==> config.mk <==
export PLATFORM = sky130hd
export DESIGN_NAME = ram_port_arbiter
export DESIGN_NICKNAME = d
export VERILOG_FILES = /design/src/rtl/ram_port_arbiter.sv
export SDC_FILE = /design/constraint.sdc
export NUM_CORES = 1
export LEC_CHECK = 0
export ABC_AREA = 1
export BUFFER_PORTS_ARGS = -buffer_cell sky130_fd_sc_hd__buf_2
export CAP_MARGIN = 5
export CORE_MARGIN = 8
export CORE_UTILIZATION = 30
export DETAILED_ROUTE_END_ITERATION = 10
export PLACE_DENSITY = 0.68
export SYNTH_ARGS = -nofsm -noshare
export SYNTH_HDL_FRONTEND = slang
export SYNTH_SLANG_ARGS = --single-unit
==> constraint.sdc <==
create_clock -name clk -period 1.3 [get_ports clk]
set_input_delay 0.065 -clock clk [delete_from_list [all_inputs] [get_ports clk]]
set_output_delay 0.065 -clock clk [all_outputs]
set_load 0.1 [all_outputs]
==> src/rtl/ram_port_arbiter.sv <==
// Two-requester arbiter (CPU read/write, video reader read-only) in front of a single RAM port.
// Define RAM_ARB_ROUND_ROBIN_EN to replace the video-driven fixed priority with round-robin.
module ram_port_arbiter #(
    parameter int AW     = 10,
    parameter int DW     = 32,
    parameter int RD_LAT = 1
) (
    input  logic          clk,
    input  logic          RSTN,
    input  logic          cpu_req,
    input  logic          cpu_we,
    input  logic [AW-1:0] cpu_addr,
    input  logic [DW-1:0] cpu_wdata,
    output logic          cpu_ready,
    output logic [DW-1:0] cpu_rdata,
    input  logic          vid_req,
    input  logic [AW-1:0] vid_addr,
    output logic          vid_ready,
    output logic [DW-1:0] vid_rdata,
    input  logic          video,
    output logic [AW-1:0] ram_addr,
    output logic          ram_we,
    output logic [DW-1:0] ram_din,
    input  logic [DW-1:0] ram_dout,
    output logic [1:0]    grant,
    output logic [1:0]    dbg_state
);

    // Handshake: a requester raises *_req with its command stable and keeps it up until
    // it sees the one-cycle *_ready pulse; the command is taken only while the arbiter is idle.
    typedef enum logic [1:0] {
        S_IDLE   = 2'd0,
        S_ACCESS = 2'd1,
        S_WAIT   = 2'd2,
        S_DONE   = 2'd3
    } state_t;

    state_t        state_q, state_d;
    logic [1:0]    grant_q, grant_d;
    logic          ram_we_q, ram_we_d;
    logic [AW-1:0] ram_addr_q, ram_addr_d;
    logic [DW-1:0] ram_din_q, ram_din_d;
    logic [1:0]    cnt_q, cnt_d;
    logic          cpu_ready_q, cpu_ready_d;
    logic          vid_ready_q, vid_ready_d;
    logic [DW-1:0] cpu_rdata_q, cpu_rdata_d;
    logic [DW-1:0] vid_rdata_q, vid_rdata_d;
    logic          pick_vid;
`ifdef RAM_ARB_ROUND_ROBIN_EN
    logic          last_vid_q, last_vid_d;
`endif

    always_comb begin
`ifdef RAM_ARB_ROUND_ROBIN_EN
        pick_vid    = vid_req & (~cpu_req | ~last_vid_q);
        last_vid_d  = last_vid_q;
`else
        pick_vid    = vid_req & (~cpu_req | video);
`endif
        state_d     = state_q;
        grant_d     = grant_q;
        ram_we_d    = 1'b0;
        ram_addr_d  = '0;
        ram_din_d   = '0;
        cnt_d       = cnt_q;
        cpu_ready_d = 1'b0;
        vid_ready_d = 1'b0;
        cpu_rdata_d = cpu_rdata_q;
        vid_rdata_d = vid_rdata_q;
        case (state_q)
            S_IDLE: begin
                if (cpu_req || vid_req) begin
                    state_d = S_ACCESS;
                    if (pick_vid) begin
                        grant_d    = 2'b10;
                        ram_addr_d = vid_addr;
                    end else begin
                        grant_d    = 2'b01;
                        ram_addr_d = cpu_addr;
                        ram_we_d   = cpu_we;
                        ram_din_d  = cpu_we ? cpu_wdata : '0;
                    end
`ifdef RAM_ARB_ROUND_ROBIN_EN
                    last_vid_d = pick_vid;
`endif
                end
            end
            S_ACCESS: begin
                // ram_we_q still reflects the command issued this cycle
                if (ram_we_q) begin
                    state_d     = S_DONE;
                    cpu_ready_d = 1'b1;
                end else begin
                    state_d = S_WAIT;
                    cnt_d   = 2'(RD_LAT - 1);
                end
            end
            S_WAIT: begin
                if (cnt_q == 2'd0) begin
                    state_d = S_DONE;
                    if (grant_q[1]) begin
                        vid_ready_d = 1'b1;
                        vid_rdata_d = ram_dout;
                    end else begin
                        cpu_ready_d = 1'b1;
                        cpu_rdata_d = ram_dout;
                    end
                end else begin
                    cnt_d = cnt_q - 2'd1;
                end
            end
            S_DONE: begin
                state_d = S_IDLE;
                grant_d = 2'b00;
            end
            default: state_d = S_IDLE;
        endcase
    end

    always_ff @(posedge clk or negedge RSTN) begin
        if (!RSTN) begin
            state_q     <= S_IDLE;
            grant_q     <= 2'b00;
            ram_we_q    <= 1'b0;
            ram_addr_q  <= '0;
            ram_din_q   <= '0;
            cnt_q       <= 2'd0;
            cpu_ready_q <= 1'b0;
            vid_ready_q <= 1'b0;
            cpu_rdata_q <= '0;
            vid_rdata_q <= '0;
`ifdef RAM_ARB_ROUND_ROBIN_EN
            last_vid_q  <= 1'b1;
`endif
        end else begin
            state_q     <= state_d;
            grant_q     <= grant_d;
            ram_we_q    <= ram_we_d;
            ram_addr_q  <= ram_addr_d;
            ram_din_q   <= ram_din_d;
            cnt_q       <= cnt_d;
            cpu_ready_q <= cpu_ready_d;
            vid_ready_q <= vid_ready_d;
            cpu_rdata_q <= cpu_rdata_d;
            vid_rdata_q <= vid_rdata_d;
`ifdef RAM_ARB_ROUND_ROBIN_EN
            last_vid_q  <= last_vid_d;
`endif
        end
    end

    assign cpu_ready = cpu_ready_q;
    assign cpu_rdata = cpu_rdata_q;
    assign vid_ready = vid_ready_q;
    assign vid_rdata = vid_rdata_q;
    assign ram_addr  = ram_addr_q;
    assign ram_we    = ram_we_q;
    assign ram_din   = ram_din_q;
    assign grant     = grant_q;
    assign dbg_state = state_q;

endmodule

==> impl_metrics.toml <==
[placement]
portBuffers = 202
detailed_place_hpwl_um = 9320
dpl-instance-area_sq_mm = 0.00591
placed_cells = 840
gp_congestion = 0.806

[floorplan]
die_w_um = 138
io_pins = 203
coreArea_sq_mm = 0.0145
dieArea_sq_mm = 0.0190
die_h_um = 138
start_util_pct = 30.7
rows = 44

[clocking]
cts_made_buffers = 17
clk_latency_ns = 0.41
root_buffer = "clkbuf_16"
htree_levels = 4
clk_pin_slew_ns = 0.06
clockBufferDepth = 2
cts_num_sinks = 115
cts_tree = "done"

[finish]
n_fill_cell = 1148
synthToLayoutAreaGrowth_pct = 89.4
layout-drive-gt1-share_pct = 50.1
fin_cells = 985
utilization_pct = 58.1
fin_area_sq_mm = 0.00844
diodes = 0
nets = 883

[sta]
fmax_mhz = 627
worstMarginPinSlew_ns = 0.522
fin_ws_ns = -0.295
drv_slew = 0
hold_violations = 0
setup_violations = 114
maxSlewHeadroom_pct = 65.5
rsz0062_at_grt = "yes"
period_share_pct = 123
period_needed_ns = 1.60
clock_skew_ns = 0.00923

[drt]
drc = 0
vias_per_cell = 4.56
drt_iter0_drc = 214
final_antenna_net_count = 0
wl_um = 18100
wl_per_cell_um = 18.3
firstDrtPassIters = 5
num_vias = 4490

[global_routing]
grt_pass1_wl_um = 25700
antenna_found_initial = 0
grt_max_degree = 44
grt_pass1_vias = 4801
overflow = 0
grtUsageTotal_pct = 17.7

[worst_setup_path]
cpPeakStageDelay_ns = 0.48
endpoint_kind = "register"
path_cells = "inv_4 -> buf_6 -> ha_4 -> inv_4 -> nor2_4 -> nand3_4 -> buf_12 -> buf_16 -> nor2_2"
cp_max_fo = 5
r2r_slack_ns = -0.30
r2r-end = "ram_din[7]"
cp_common_cell = "inv_4"
r2r_cells = 9
path_class = "register to register"
crit_required_ns = 1.64
cp-startpoint = "dbg_state[0]"
start_kind = "register"
worstPathArrival_ns = 1.94
r2r-start = "dbg_state[0]"
cp_slowest_cell = "dfrtp_4"

[synthesis]
ys.flop_type = "dfrtp_1"
synth_top_family_by_area = "simple AND/OR/NAND/NOR gates"
syn-num-nets = 545
synthSimpleGateAreaFrac_pct = 14.9
yosysMostFrequentCell = "dfrtp_1"
netlist_area_sq_mm = 0.00446
synth.distinct_cells = 20
yosys_warnings = 0
synth_common_cells = "115 x dfrtp_1, 96 x nand2_1, 77 x inv_1, 35 x nor2_1, 35 x o21ai_0"
synthCells = 450
synth_seq_area_share_pct = 64.6
synthXorXnorAreaFrac_pct = 0
synth_top_cell_by_area = "dfrtp_1"
yosys_register_bits = 115
synth-edff-count = 0
synth_adder_area_share_pct = 1.40
ys_top_cells_by_area = "dfrtp_1 65%, nand2_1 8.1%, inv_1 6.5%"
synth_area_per_cell_sq_um = 9.90
async_reset_ff_share_pct = 100
muxShareOfSynthArea_pct = 0
synth_top_area_share_pct = 64.6
synth_compound_gate_area_share_pct = 9.43

[min_path]
hold_path_class = "input port to async pin"

[run_status]
status = "complete, but fails checks"
violations = "negative setup slack"

[run]
cap_violations = 0
==> metal layers <==
metal	up-vias	global-route usage [%]	routed length (um)	share of wire, %
met3	17	8.84	2080	12
met4	0	5.49	206	1.1
li1	2065	-	-	-
met1	2184	19.9	6710	37
met2	224	29.0	9060	50
met5	-	0	0	0
==> worst max-delay path, delay by kind of cell, from the launching register on <==
family / cells / cell delay (ns)
buffers and inverters: 5 / 0.53
AND/OR/NAND/NOR: 3 / 0.36
adder cells (fa/ha/maj): 1 / 0.14
flip-flops: 1 / 0.48
==> how the worst max path moves through the flow <==
stage                          endpoint
after floorplan           cpu_rdata[18]
after global placement    cpu_rdata[14]
after detailed placement   vid_rdata[4]
after CTS                 cpu_rdata[27]
after global routing        ram_din[30]
final                        ram_din[7]
==> logic make-up after synthesis <==
logic type	count (synthesis)
AOI/OAI and AO/OA	67
DFF	115
buffers and inverters	99
adders and majority gates	5
and+or+nand+nor	164
==> cell usage in the layout, fill, tap and decap left out, drive strengths merged, types with 5 or more instances in the layout <==
cell / n
nor2: 36
nand3: 31
o21ai: 65
buf: 208
clkbuf: 63
nand2: 96
clkinv: 8
inv: 81
dlygate4sd3: 87
ha: 5
dfrtp: 115
==> flip-flops by register name (all words and copies together) (netlist names) <==
| signal | cells |
|---|---|
| vid_rdata | 32 |
| grant | 2 |
| dbg_state | 2 |
| cpu_rdata | 32 |
| cpu_ready | 1 |
| ram_we | 1 |
| vid_ready | 1 |
| ram_addr | 10 |
| cnt_q | 2 |
| ram_din | 32 |
==> stage by stage <==
stage	setup slack, ns	setup TNS [ns]	hold WS (ns)
4_1_cts	-0.258	-23.00	0.104
6_report	-0.295	-24.78	0.131
3_3_place_gp	-0.214	-18.25	0.00957
2_1_floorplan	-0.366	-32.58	-0.231
3_5_place_dp	-0.239	-20.23	0.00967
5_1_grt	-0.336	-30.76	0.150
==> layout make-up <==
type / instances / area [sq um] / share of cell area, %
Clock buffer: 18 / 439 / 5.20
Multi-Input combinational cell: 236 / 1550 / 18.4
Clock inverter: 14 / 155 / 1.84
Tap cell: 184 / 230 / 2.73
Inverter: 78 / 305 / 3.62
Sequential cell: 115 / 2890 / 34.2
Timing Repair Buffer: 340 / 2870 / 34.0
==> timing repair <==
item | CTS | global route
hold buffers | 87 | 0
cloned | 8 | 5
buffers inserted | 13 | 3
setup endpoints to repair | 121 | 156
endpoints found under the hold margin | 223 | 0
pin swaps | 5 | 10
gates resized for setup | 70 | 120
Power is not shown: default switching activity piles up to over one toggle a cycle in this logic, so the estimate is an artifact.
